--- config.mk ---
export PLATFORM = sky130hd
export DESIGN_NAME = pconv_feeder
export DESIGN_NICKNAME = d
export VERILOG_FILES = /design/src/rtl/pconv_feeder.sv
export SDC_FILE = /design/constraint.sdc
export NUM_CORES = 1
export LEC_CHECK = 0
export BUFFER_PORTS_ARGS = -buffer_cell sky130_fd_sc_hd__buf_4
export CORE_AREA = 2 2 130 132
export CTS_CLUSTER_SIZE = 20
export DETAILED_ROUTE_END_ITERATION = 12
export DIE_AREA = 0 0 132 134
export PLACE_DENSITY = 0.78
export SLEW_MARGIN = 20
export SYNTH_ARGS = -nofsm -noshare
export SYNTH_HDL_FRONTEND = slang
export SYNTH_SLANG_ARGS = --single-unit
--- constraint.sdc ---
create_clock -name clk -period 3.5 [get_ports clk]
set_input_delay 0.175 -clock clk [delete_from_list [all_inputs] [get_ports clk]]
set_output_delay 0.175 -clock clk [all_outputs]
set_load 0.02 [all_outputs]
--- src/rtl/pconv_feeder.sv ---
// Layer-pass sequencer for the pointwise-convolution unit: loads per-channel parameters,
// streams pixel vectors, and writes results back. Optional `hold` stall: PCONV_FEEDER_HOLD_EN.
module pconv_feeder #(
    parameter int N              = 16,
    parameter int INPUT_CHANNEL  = 3,
    parameter int OUTPUT_CHANNEL = 4,
    parameter int PIXELS         = 784,
    parameter int FM_AW          = 10,
    parameter int OUT_AW         = 12,
    localparam int OC_W = (OUTPUT_CHANNEL > 1) ? $clog2(OUTPUT_CHANNEL) : 1
) (
    input  logic                       clk,
    input  logic                       rst_n,
`ifdef PCONV_FEEDER_HOLD_EN
    input  logic                       hold,
`endif
    input  logic                       start,
    output logic                       busy,
    output logic                       done,
    output logic                       prm_rd_en,
    output logic [OC_W-1:0]            prm_rd_addr,
    input  logic [INPUT_CHANNEL*N-1:0] prm_rd_weight,
    input  logic [31:0]                prm_rd_bias,
    input  logic [4:0]                 prm_rd_shift,
    output logic                       fm_rd_en,
    output logic [FM_AW-1:0]           fm_rd_addr,
    input  logic [INPUT_CHANNEL*N-1:0] fm_rd_data,
    output logic                       input_vld,
    output logic [INPUT_CHANNEL*N-1:0] input_din,
    output logic [INPUT_CHANNEL*N-1:0] weight_din,
    output logic [31:0]                bias_din,
    output logic [4:0]                 shift_din,
    input  logic [N-1:0]               conv_dout,
    input  logic                       conv_dout_vld,
    output logic                       out_wr_en,
    output logic [OUT_AW-1:0]          out_wr_addr,
    output logic [N-1:0]               out_wr_data
);

    localparam int TOTAL = OUTPUT_CHANNEL * PIXELS;
    localparam int RC_W  = $clog2(TOTAL + 1);

    typedef enum logic [2:0] {IDLE, LOAD, STREAM, DRAIN, DONE} state_t;

    state_t            state;
    state_t            next_state;
    logic [OC_W-1:0]   oc;
    logic [FM_AW-1:0]  px;
    logic [RC_W-1:0]   rcnt;
    logic [OUT_AW-1:0] wcnt;
    logic              prm_vld;
    logic              stall;
    logic              px_last;
    logic              oc_last;

`ifdef PCONV_FEEDER_HOLD_EN
    assign stall = hold;
`else
    assign stall = 1'b0;
`endif

    assign px_last     = (px == FM_AW'(PIXELS - 1));
    assign oc_last     = (oc == OC_W'(OUTPUT_CHANNEL - 1));
    assign prm_rd_addr = oc;
    assign fm_rd_addr  = px;
    assign input_din   = input_vld ? fm_rd_data : '0;

    always_ff @(posedge clk or negedge rst_n) begin
        if (!rst_n) begin
            state <= IDLE;
        end else begin
            state <= next_state;
        end
    end

    always_comb begin
        next_state = state;
        busy       = 1'b0;
        done       = 1'b0;
        prm_rd_en  = 1'b0;
        fm_rd_en   = 1'b0;
        case (state)
            IDLE: begin
                if (start) begin
                    next_state = LOAD;
                end
            end
            LOAD: begin
                busy       = 1'b1;
                prm_rd_en  = 1'b1;
                next_state = STREAM;
            end
            STREAM: begin
                busy = 1'b1;
                if (!stall) begin
                    fm_rd_en = 1'b1;
                    if (px_last) begin
                        next_state = oc_last ? DRAIN : LOAD;
                    end
                end
            end
            DRAIN: begin
                busy = 1'b1;
                if (rcnt == RC_W'(TOTAL)) begin
                    next_state = DONE;
                end
            end
            DONE: begin
                busy       = 1'b1;
                done       = 1'b1;
                next_state = IDLE;
            end
            default: next_state = IDLE;
        endcase
    end

    // Parameter memory answers one cycle after the LOAD strobe, so the latch waits
    // for that cycle; the previous channel's last beat still sees its own weights.
    always_ff @(posedge clk or negedge rst_n) begin
        if (!rst_n) begin
            prm_vld    <= 1'b0;
            weight_din <= '0;
            bias_din   <= '0;
            shift_din  <= '0;
            input_vld  <= 1'b0;
        end else begin
            prm_vld   <= prm_rd_en;
            input_vld <= fm_rd_en;
            if (prm_vld) begin
                weight_din <= prm_rd_weight;
                bias_din   <= prm_rd_bias;
                shift_din  <= prm_rd_shift;
            end
        end
    end

    always_ff @(posedge clk or negedge rst_n) begin
        if (!rst_n) begin
            oc <= '0;
            px <= '0;
        end else if (state == IDLE) begin
            oc <= '0;
            px <= '0;
        end else if (fm_rd_en) begin
            if (px_last) begin
                px <= '0;
                if (!oc_last) begin
                    oc <= oc + OC_W'(1);
                end
            end else begin
                px <= px + FM_AW'(1);
            end
        end
    end

    // Completion is counted from returned results, never inferred from conv latency.
    always_ff @(posedge clk or negedge rst_n) begin
        if (!rst_n) begin
            rcnt        <= '0;
            wcnt        <= '0;
            out_wr_en   <= 1'b0;
            out_wr_addr <= '0;
            out_wr_data <= '0;
        end else if (state == IDLE) begin
            rcnt      <= '0;
            wcnt      <= '0;
            out_wr_en <= 1'b0;
        end else begin
            out_wr_en <= conv_dout_vld;
            if (conv_dout_vld) begin
                out_wr_addr <= wcnt;
                out_wr_data <= conv_dout;
                wcnt        <= wcnt + OUT_AW'(1);
                rcnt        <= rcnt + RC_W'(1);
            end
        end
    end

endmodule

# ---- Yosys cells after proc, flatten, opt, wreduce, memory -nomap -nowiden
# Index checks and enable logic that the tools add are counted.
dict set report op_classes {
  n_addsub 4
  eq_ne 11
  mux 22
  bitwise 1
  reduce_logical 8
}
# op n
set op_table {}
lappend op_table {{two-way mux 12 bit} 4}
lappend op_table {{two-way mux 48 bit} 1}
lappend op_table {{two-way mux 10 bit} 3}
lappend op_table {{adder 12 x 1 -> 12 bit (second input constant)} 2}
lappend op_table {{== test 12 bit (second input constant)} 1}
lappend op_table {{case mux 3 bit (4 select lines)} 1}
lappend op_table {{adder 10 x 1 -> 10 bit (second input constant)} 1}
lappend op_table {{== test 10 bit (second input constant)} 1}
lappend op_table {{two-way mux 2 bit} 5}
lappend op_table {{two-way mux 3 bit} 3}
lappend op_table {{== test 3 x 2 -> 1 bit (second input constant)} 2}
lappend op_table {{inequality test 2 bit (second input constant)} 3}
lappend op_table {{AND reduction 3 bit} 2}
lappend op_table {{nonzero test 2 bit} 3}
lappend op_table {{two-way mux 1 bit} 5}
lappend op_table {{OR reduction 4 bit} 1}
lappend op_table {{== test 3 x 1 -> 1 bit (second input constant)} 1}
lappend op_table {{== test 3 bit (second input constant)} 1}
lappend op_table {{zero test 3 bit} 1}
lappend op_table {{adder 2 x 1 -> 2 bit (second input constant)} 1}
lappend op_table {{== test 2 bit (second input constant)} 1}
lappend op_table {{inequality test 2 x 1 -> 1 bit (second input constant)} 1}
lappend op_table {{AND reduction 2 bit} 1}
lappend op_table {{NOT 1 bit} 1}
dict set report word_totals {
  register_bits 155
  inputBits 153
  out_inout_bits 179
  wordCells 59
}

# ---- Longest topological paths before layout
dict set report logic_depth {
  word_depth 5
  ltp_mapped 6
  ltp_nobuf 6
}

# ---- Least setup slack after synthesis
# No wires, ideal clock.
dict set report synth_path {
  kind {register to register}
  from {reg px[0], in the netlist fm_rd_addr[0]}
  to {reg px[3], in the netlist fm_rd_addr[3]}
  setup_time_ns 0.124
  arrival_time_ns 1.696
  t_required_ns 3.376
  slack_ns 1.680
  stages_incl_launch_ff 6
  path_buffers 0
  synth_period_minus_slack_ns 1.820
  path_cell_list {dfrtp_1 > ha_1 > nand4b_1 > o31ai_4 > nor3_1 > a211o_1}
}
dict set report synth_between {
  elab_chain_len 4
  elab_cells_between_ends 5
  classes_between {add/sub: 1; eq/ne: 1; mux: 3}
}
# item line
set synth_rtl {}
lappend synth_rtl {{start: declaration} 48} ;# logic [FM_AW-1:0] px;
lappend synth_rtl {{start signal: assignment} 151} ;# px <= px + FM_AW'(1);
lappend synth_rtl {{adder 10 x 1 -> 10 bit / == test 10 bit (equally long branches)} {151, 62}}
lappend synth_rtl {{two-way mux 10 bit (*)} 145} ;# if (px_last) begin
lappend synth_rtl {{two-way mux 10 bit (*)} 144} ;# end else if (fm_rd_en) begin
lappend synth_rtl {{two-way mux 10 bit (*)} 141} ;# end else if (state == IDLE) begin
# Mark *: on every way between the ends. The rest lies on a longest branch, timed or not. The select of a mux whose other input is x is not followed.
# A chain may end at the register's enable or synchronous reset.

# ---- Final worst setup path
dict set report layout_path {
  from {reg state[0]}
  to {reg out_wr_data[0]}
}
dict set report layout_between {
  elab_chain_len 3
}
# item line
set layout_rtl {}
lappend layout_rtl {{start: declaration} 45} ;# state_t state;
lappend layout_rtl {{start signal: assignment} 72} ;# state <= next_state;
lappend layout_rtl {{zero test 3 bit} 164} ;# end else if (state == IDLE) begin
lappend layout_rtl {{NOT 1 bit (no source line)} -}
lappend layout_rtl {{AND reduction 2 bit (no source line)} -}
lappend layout_rtl {{end signal: assignment} 172} ;# out_wr_data <= conv_dout;
lappend layout_rtl {{end: declaration} 37} ;# output logic [N-1:0] out_wr_data
# No other way between the ends.

==> reports/summary.txt <==
Syn Inst Count = 516
RSZ-0062 raised after global routing = no
Seq cells post-synth = 155
Cells after DPL = 1,047
area growth from synthesis to layout = 64.28%
Synth Warn # = 0
Tmin final = 1.994 ns
post-synth top area cell = dfrtp_1
core area = 0.01629 mm^2
DIE WIDTH = 132 um
CP Data Arrival Time = 2.30 ns
dpl hpwl = 14,100 um
Clock Latency Late Sink = 0.42 ns
Critical Path RT = 3.80 ns
placed cell areas = 0.009364 mm^2
DP Worst Slack = 1.504 ns
vias = 5,721
peak fanout along the critical path = 29
Yosys cell types = 48
ANT cells = 0
HP Class = in2reg
die area = 0.01769 mm^2
final instance area = 0.01097 mm^2
setup TNS = 0 ns
Rows = 47
mean post-synth cell area = 12.94 um^2
post-CTS setup repair buffer count = 0
port bufs = 331
vias per cell = 4.848
final-layout fill cell count = 1,112
syn_nets = 674
layout cells sized above 1 = 51.04%
vias in the first global route = 5,916
Max H-tree Level = 4
Period Utilization, post-route = 56.96%
final hold slack = 0.05717 ns
Num CTS Buffers = 17
gr usage total = 24.50%
CTS tree = done
fin. max-slew vios = 0
top post-synthesis cells by area = dfrtp_1 (58%), mux2_2 (19%), and2_1 (4.5%), nor2_1 (1.5%), xnor2_1 (1.3%)
Setup crit end kind = register
gpl congestion = 0.8233
Max Fclk = 0.5016 GHz
DRT iter0 DRCs = 258
PD cells = 842.6 mW/mm^2
EDFF count, synth = 0
Clk pin slew, worst setup/hold paths = 0.07 ns
Starting Density = 40.99%
pin count of the biggest net entering global routing = 87
Ports = 332
Final Hold Fails = 0
sequential share of the synthesized area = 58.10%
total leakage power = 5.233 nW
# clock sinks = 155
top cell type's share of synthesized area = 58.10%
final setup fails = 0
Detailed Route WL = 21,640 um
max-cap violation count = 0
Final WS setup = 1.506 ns
Mapped Area = 0.006676 mm^2
# nets final = 1,106
clk_skew = 0.008953 ns
die height = 134 um
wire per inst = 18.33 um
CP startpoint kind = register
Root Buffer = clkbuf_16
fin util = 67.33%
# DRC = 0
commonest register cell after synthesis = dfrtp_1
first-pass GRT wire length = 33,420 um
grt total ovfl = 0
kind of critical path = reg2reg
Finished Layout Cells = 1,180
Async SR Flop Fraction = 100.0%
slew margin rel. = 46.89%
ANT nets after route = 0
Power Total = 9.241 mW
Max VDD drop = 495.1 uV
Worst Max-Slew Pin Slew = 0.7967 ns
DR pass1 iterations = 4
status = completed
antenna violations before repair = 0
Clock Path Buffers = 2
-- area by class of cell --
type	instances	area, um^2	area share (%)
Sequential cell	155	3884	35.41
Timing Repair Buffer	438	3560	32.45
Inverter	7	26.28	0.2396
Clock inverter	11	135.1	1.232
Clock buffer	20	446.7	4.073
Multi-Input combinational cell	329	2641	24.08
Tap cell	220	275.3	2.510
-- layout by cell type, fill, tap and decap left out, types with 9 or more instances in the layout --
cell / Yosys / final
xnor2_1: 10 / 10
nand4_1: 11 / 11
o21ai_0: 14 / 14
nand2_1: 23 / 23
buf_4: 1 / 334
and2_1: 48 / 48
nor2_1: 27 / 27
dlygate4sd3_1: 0 / 102
nand3_1: 9 / 9
dfrtp_1: 155 / 153
clkbuf_16: 0 / 17
mux2_2: 113 / 113
-- registers in the layout, indices dropped and copies added, names as in the netlist --
signal       flops
shift_din        5
state            3
rcnt            12
bias_din        32
out_wr_data     16
prm_vld          1
wcnt            12
out_wr_addr     12
input_vld        1
weight_din      48
prm_rd_addr      2
out_wr_en        1
fm_rd_addr      10
-- where the power goes --
| part | internal (mW) | switching (mW) |
|---|---|---|
| Sequential | 2.50 | 0.606 |
| Clock | 1.08 | 0.760 |
| Combinational | 2.10 | 2.20 |
-- kinds of logic (layout without fill, tap and decap cells) --
| logic type | Yosys count | after routing | synth area share [%] |
|---|---|---|---|
| buffers and inverters | 32 | 476 | 2.342 |
| multiplexers | 115 | 115 | 19.36 |
| adder cells (fa/ha/maj) | 5 | 5 | 0.9370 |
| XOR/XNOR | 18 | 18 | 2.361 |
| flip-flops | 155 | 155 | 58.10 |
| AND/OR/NAND/NOR | 160 | 160 | 13.79 |
| AO/OA/AOI/OAI | 31 | 31 | 3.111 |
-- cell usage after synthesis (2+ instances only) --
cell / count
and2_1: 48
or3_1: 5
inv_1: 7
xnor2_1: 10
nand2b_1: 2
a22o_1: 2
buf_2: 7
nor4_1: 3
a21oi_1: 5
buf_1: 4
a21o_1: 2
clkbuf_1: 9
or2_2: 3
nand2_1: 23
ha_1: 5
nor3b_1: 4
o21ai_0: 14
buf_6: 3
xor2_1: 8
nor3_1: 8
mux2i_1: 2
nor4b_1: 2
nand3_1: 9
mux2_2: 113
nor2_1: 27
nand4_1: 11
and3_1: 3
dfrtp_1: 155
nor2b_1: 3
-- routing by layer --
layer	vias to the layer above	routed length, um	track usage, %
met5	-	0	0
met2	224	11410	43.63
met3	70	1143	6.047
li1	2665	-	-
met4	0	1127	13.83
met1	2762	7954	26.79
-- repair_timing --
item | CTS | global route
gates resized for setup | 0 | 0
hold buffers | 102 | 0
hold endpoints to repair | 186 | 0
-- worst paths after layout --
check                                      startpoint                         end  slack (ns)  cells past startpoint
max in group asynchronous                       rst_n    bias_din[26]$_DFFE_PN0P_        2.26                      3
min in group asynchronous                       rst_n    bias_din[16]$_DFFE_PN0P_        0.38                      2
hold reg to reg            weight_din[16]$_DFFE_PN0P_  weight_din[16]$_DFFE_PN0P_        0.51                      1
setup reg to reg                 state[0]$_DFFE_PN0P_  out_wr_data[0]$_DFFE_PN0P_        1.51                      4
hold / removal                                  start        state[0]$_DFFE_PN0P_        0.06                      2
setup / recovery                 state[0]$_DFFE_PN0P_  out_wr_data[0]$_DFFE_PN0P_        1.51                      4
-- worst max-delay path, cell delays in order, from the launching register on --
cell	delay, ns
dfrtp_1	0.51
or3_1	0.50
nand2_1	0.10
buf_4	0.36
mux2_2	0.39
Note: power is estimated with default switching activity, not from simulation.
